File: src/rtl/clk_div_ctrl.sv
// Glitch-safe reconfiguration sequencer driving the enable and ratio inputs of an integer clock divider.
// Optional macro CLK_DIV_CTRL_RANGE_CHECK_EN: rejects ratios below 2 and reports them on err_o.
module clk_div_ctrl #(
  parameter int DIV_WIDTH     = 8,
  parameter int RESET_RATIO   = 4,
  parameter int DRAIN_CYCLES  = 2,
  parameter int SETTLE_CYCLES = 2
) (
  input  logic                 clk_i,
  input  logic                 rst_i,
  input  logic                 testmode_i,
  input  logic                 cfg_valid_i,
  output logic                 cfg_ready_o,
  input  logic [DIV_WIDTH-1:0] cfg_ratio_i,
  input  logic                 cfg_en_i,
  output logic                 div_en_o,
  output logic [DIV_WIDTH-1:0] div_ratio_o,
`ifdef CLK_DIV_CTRL_RANGE_CHECK_EN
  output logic                 err_o,
`endif
  output logic                 busy_o
);

  localparam int MAX_CYC = (DRAIN_CYCLES > SETTLE_CYCLES) ? DRAIN_CYCLES : SETTLE_CYCLES;
  localparam int CNT_W   = $clog2(MAX_CYC + 1);

  typedef enum logic [1:0] {
    ST_STABLE = 2'd0,
    ST_DRAIN  = 2'd1,
    ST_LOAD   = 2'd2,
    ST_SETTLE = 2'd3
  } state_t;

  state_t               r_state;
  state_t               w_state_nxt;
  logic [CNT_W-1:0]     r_cnt;
  logic [CNT_W-1:0]     w_cnt_nxt;
  logic [DIV_WIDTH-1:0] r_pend_ratio;
  logic [DIV_WIDTH-1:0] w_pend_ratio_nxt;
  logic                 r_pend_en;
  logic                 w_pend_en_nxt;
  logic                 r_div_en;
  logic                 w_div_en_nxt;
  logic [DIV_WIDTH-1:0] r_div_ratio;
  logic [DIV_WIDTH-1:0] w_div_ratio_nxt;
  logic                 w_xfer;
  logic                 w_reject;
  logic [DIV_WIDTH-1:0] w_ratio_san;

  assign cfg_ready_o = (r_state == ST_STABLE) && !testmode_i;
  assign busy_o      = (r_state != ST_STABLE);
  assign div_en_o    = r_div_en;
  assign div_ratio_o = r_div_ratio;
  assign w_xfer      = cfg_valid_i && cfg_ready_o;

`ifdef CLK_DIV_CTRL_RANGE_CHECK_EN
  logic r_err;
  logic w_err_nxt;

  assign w_ratio_san = cfg_ratio_i;
  assign w_reject    = (cfg_ratio_i < DIV_WIDTH'(2));
  assign w_err_nxt   = w_xfer && w_reject;
  assign err_o       = r_err;

  // One-cycle error pulse after a rejected transfer
  always_ff @(posedge clk_i or posedge rst_i) begin
    if (rst_i) begin
      r_err <= 1'b0;
    end else begin
      r_err <= w_err_nxt;
    end
  end
`else
  // A zero ratio would stall the divider, so it is promoted to divide-by-1
  assign w_ratio_san = (cfg_ratio_i == {DIV_WIDTH{1'b0}}) ? DIV_WIDTH'(1) : cfg_ratio_i;
  assign w_reject    = 1'b0;
`endif

  // Sequencer state, counter, pending request and divider-facing registers
  always_ff @(posedge clk_i or posedge rst_i) begin
    if (rst_i) begin
      r_state      <= ST_STABLE;
      r_cnt        <= {CNT_W{1'b0}};
      r_pend_ratio <= {DIV_WIDTH{1'b0}};
      r_pend_en    <= 1'b0;
      r_div_en     <= 1'b0;
      r_div_ratio  <= DIV_WIDTH'(RESET_RATIO);
    end else begin
      r_state      <= w_state_nxt;
      r_cnt        <= w_cnt_nxt;
      r_pend_ratio <= w_pend_ratio_nxt;
      r_pend_en    <= w_pend_en_nxt;
      r_div_en     <= w_div_en_nxt;
      r_div_ratio  <= w_div_ratio_nxt;
    end
  end

  // Next-state logic: divider stays gated off across drain, load and settle
  always_comb begin
    w_state_nxt      = r_state;
    w_cnt_nxt        = r_cnt;
    w_pend_ratio_nxt = r_pend_ratio;
    w_pend_en_nxt    = r_pend_en;
    w_div_en_nxt     = r_div_en;
    w_div_ratio_nxt  = r_div_ratio;
    case (r_state)
      ST_STABLE: begin
        if (w_xfer && !w_reject) begin
          if (w_ratio_san == r_div_ratio) begin
            w_div_en_nxt = cfg_en_i;
          end else begin
            w_pend_ratio_nxt = w_ratio_san;
            w_pend_en_nxt    = cfg_en_i;
            w_div_en_nxt     = 1'b0;
            w_state_nxt      = ST_DRAIN;
            w_cnt_nxt        = CNT_W'(DRAIN_CYCLES - 1);
          end
        end else begin
          w_div_en_nxt = r_div_en;
        end
      end
      ST_DRAIN: begin
        w_div_en_nxt = 1'b0;
        if (r_cnt == {CNT_W{1'b0}}) begin
          w_state_nxt = ST_LOAD;
        end else begin
          w_cnt_nxt = r_cnt - CNT_W'(1);
        end
      end
      ST_LOAD: begin
        w_div_en_nxt    = 1'b0;
        w_div_ratio_nxt = r_pend_ratio;
        w_state_nxt     = ST_SETTLE;
        w_cnt_nxt       = CNT_W'(SETTLE_CYCLES - 1);
      end
      ST_SETTLE: begin
        if (r_cnt == {CNT_W{1'b0}}) begin
          w_state_nxt  = ST_STABLE;
          w_div_en_nxt = r_pend_en;
        end else begin
          w_cnt_nxt    = r_cnt - CNT_W'(1);
          w_div_en_nxt = 1'b0;
        end
      end
      default: begin
        w_state_nxt  = ST_STABLE;
        w_div_en_nxt = 1'b0;
      end
    endcase
  end

endmodule

File: config.mk
export PLATFORM = sky130hd
export DESIGN_NAME = clk_div_ctrl
export DESIGN_NICKNAME = d
export VERILOG_FILES = /design/src/rtl/clk_div_ctrl.sv
export SDC_FILE = /design/constraint.sdc
export NUM_CORES = 1
export LEC_CHECK = 0
export BUFFER_PORTS_ARGS = -buffer_cell sky130_fd_sc_hd__buf_2
export CORE_MARGIN = 1.5
export CORE_UTILIZATION = 30
export DETAILED_ROUTE_END_ITERATION = 16
export GPL_ROUTABILITY_DRIVEN = 1
export PLACE_DENSITY = 0.48
export SYNTH_ARGS = -nofsm -noshare
export SYNTH_HDL_FRONTEND = slang
export SYNTH_SLANG_ARGS = --single-unit
File: constraint.sdc
create_clock -name clk_i -period 5.7 [get_ports clk_i]
set_clock_uncertainty 0.05 [all_clocks]
set_input_delay 0 -clock clk_i [delete_from_list [all_inputs] [get_ports clk_i]]
set_output_delay 0 -clock clk_i [all_outputs]
set_load 0.02 [all_outputs]
==> flow_summary_export.csv <==
group,metric,value,unit
sta,setup_tns,0,ns
sta,relSlewSlack,43.21,%
logic_synthesis,postSynthAreaPerCell,12.17,um^2
drt,drt_iter0_markers,18,
logic_synthesis,synth_area,1169,um^2
global_routing,track_usage,12.33,%
sta,fmax,0.4752,GHz
logic_synthesis,synthDistinctLibCells,27,
drt,vias,822,
logic_synthesis,yosysWarningCount,0,
clock_tree,cts_buffers,3,
logic_synthesis,yosysMostFrequentCell,"dfrtp_1",
logic_synthesis,yosys.area.top_type,"dfrtp_1",
global_routing,antenna_found_initial,0,
drt,drtAntennaViolNets,0,
cells_and_area,nFillCells,392,
logic_synthesis,yosysTopAreaCellShare,44.97,%
cells_and_area,fin_util,39.45,%
cells_and_area,syn2layout_area_growth,24.52,%
floorplanning,fp.dieW,65.42,um
placement,portBuffers,23,
floorplanning,die-area,4279,um^2
critical_path,reg2reg_slack,3.60,ns
hold_path,hp-class,"primary input to register",
clock_tree,cts_tree,"yes",
critical_path,required,5.80,ns
critical_path,ff2ff_path_depth,5,
logic_synthesis,synth_async_sr_flop_share,100.0,%
logic_synthesis,ys_ff_latch,22,
floorplanning,core_area,3689,um^2
drt,dr.pass1.iters,4,
cells_and_area,layout-drive-gt1-share,37.50,%
critical_path,cp-startpoint,"div_ratio_o[0]",
clock_tree,clk_latency,0.26,ns
global_routing,grt_pass1_wl,3960,um
cells_and_area,finalNetCount,148,
sta,worst_slew_pin_slew,0.8508,ns
sta,setup_viol,0,
power,irDropWorstVdd,0.2149,mV
cells_and_area,final_cells,176,
drt,wirelength,2287,um
sta,min_period,2.104,ns
critical_path,crit_path_start_kind,"register",
sta,finalHoldViolations,0,
critical_path,cp-end-kind,"register",
clock_tree,clockBufferDepth,2,
clock_tree,clockRootBuffer,"clkbuf_8",
placement,placed_cells,166,
floorplanning,start_util,31.68,%
logic_synthesis,ys_top_cells_by_count,"21 x dfrtp_1, 16 x mux2_2, 8 x inv_1, 7 x xnor2_1",
drt,post_drt_wl_per_cell,12.99,um
critical_path,reg2reg_to,"r_state[1]",
drt,viasPerCell,4.670,
global_routing,overflow,0,
placement,post_dp_cell_area,1340,um^2
placement,post-dp-hpwl,1766,um
floorplanning,dieHeight,65.42,um
logic_synthesis,yosysSeqAreaShare,47.22,%
clock_tree,cts_resized,0,
clock_tree,htree_levels,1,
critical_path,crit_end,"r_state[1]",
cells_and_area,antenna_cells,0,
logic_synthesis,synth_edf_count,0,
placement,finalWeightedCongestion,0.7267,
global_routing,grt_start_max_net_pins,23,
logic_synthesis,synthCells,96,
sta,slew_viol_final,0,
floorplanning,ios,24,
critical_path,worstPathArrival,2.20,ns
run_status,status,"completed",
logic_synthesis,synth_area_leaders,"dfrtp_1 45%, mux2_2 15%, ha_1 6.4%",
power,powerDensity,529.1,nW/um^2
run,maxCapViolCount,0,
sta,period_share,36.92,%
clock_tree,path_clk_slew,0.08,ns
critical_path,reg2reg_from,"div_ratio_o[0]",
floorplanning,rows,22,
cells_and_area,fin_area,1455,um^2
critical_path,critPathKind,"register to register",
sta,grt_setup_unrepaired,"false",
clock_tree,cts_num_sinks,22,
drt,drc_errors,0,
power,p_leak,0.0006655,uW
global_routing,grt_pass1_vias,889,
logic_synthesis,synthesis.nets,115,
logic_synthesis,synth-main-ff-cell,"dfrtp_1",
critical_path,cp_max_fo,6,
area by class of cell:
class / count / area [um^2] / area share (%)
Sequential cell: 22 / 551.8 / 37.92
Tap cell: 48 / 60.06 / 4.127
Inverter: 8 / 30.03 / 2.064
Multi-Input combinational cell: 65 / 583.1 / 40.07
Clock buffer: 4 / 55.05 / 3.783
Timing Repair Buffer: 29 / 175.2 / 12.04
registers in the layout, summed over array words and instances, names as in the netlist:
signal        cells
div_en_o          1
r_pend_ratio      8
r_pend_en         1
r_cnt             2
div_ratio_o       8
r_state           2
worst min path at each step:
| stage | startpoint | to | slack [ns] | cells after the start |
|---|---|---|---|---|
| after global placement | rst_i | div_ratio_o[6] | 0.18 | 2 |
| after CTS | cfg_ratio_i[5] | r_pend_ratio[5] | 0.0007 | 2 |
| after global routing | cfg_ratio_i[1] | r_pend_ratio[1] | 0.006 | 2 |
| final | cfg_ratio_i[7] | r_pend_ratio[7] | 0.006 | 2 |
| after detailed placement | rst_i | div_ratio_o[6] | 0.17 | 2 |
| after floorplan | rst_i | div_en_o | -0.06 | 1 |
metal layers:
layer  track usage [%]  share of wire (%)  vias up  wire length [um]
met3             2.568                3.7        4                85
li1                  -                  -      398                 -
met2             22.19                 52       15              1186
met1             14.16                 43      405               993
met5                 0                  0        -                 0
met4             4.948               0.96        0                22
report_power, final:
group	leakage [uW]	internal, uW	switching [uW]
sequential	0.000262	239	53.1
clock	0.0000288	61.5	48.4
combinational	0.000375	176	192
repair_timing:
| item | in CTS | in global routing |
|---|---|---|
| setup buffers | 0 | 0 |
| hold buffers | 4 | 2 |
| hold endpoints to repair | 24 | 2 |
worst max-delay path: stages (launching register included):
cell and delay, ns:
dfrtp_1 0.43, or4_1 0.53, mux2i_1 0.24, o41ai_2 0.16, nor2_1 0.24, mux2_1 0.34
kinds of logic after synthesis:
kind of cell | share of synthesized area (%)
AO/OA/AOI/OAI | 8.245
buffers and inverters | 2.891
AND/OR/NAND/NOR | 11.03
XOR/XNOR | 5.246
adder cells (fa/ha/maj) | 6.424
multiplexers | 18.95
flip-flops | 47.22
layout by cell type (no fill, tap or decap), drive strengths merged:
master	Yosys	final
o31ai	1	1
buf	0	23
dfstp	1	1
or2	1	1
inv	8	8
nand2	2	2
clkbuf	1	4
o221ai	1	1
mux2	17	17
o21ai	4	4
o22a	1	1
o211ai	1	1
or4	1	1
dlygate4sd3	0	6
nor2	6	6
a21oi	1	1
nand2b	4	4
o41ai	1	1
xnor2	7	7
nand4b	1	1
nor4	1	1
nand3	1	1
nand4	2	2
o2bb2ai	1	1
ha	6	6
dfrtp	21	21
mux2i	3	3
nor3	2	2
stage by stage:
| step | hold slack (ns) | setup WS (ns) | power [uW] |
|---|---|---|---|
| after floorplan | -0.06152 | 3.706 | 562.5 |
| after global placement | 0.1783 | 3.645 | 660.0 |
| after detailed placement | 0.1725 | 3.600 | 665.8 |
| after CTS | 0.0006835 | 3.594 | 781.6 |
| after global routing | 0.005666 | 3.506 | 836.6 |
| final | 0.006345 | 3.596 | 770.0 |
No activity file was read; power rests on OpenSTA's default activity.
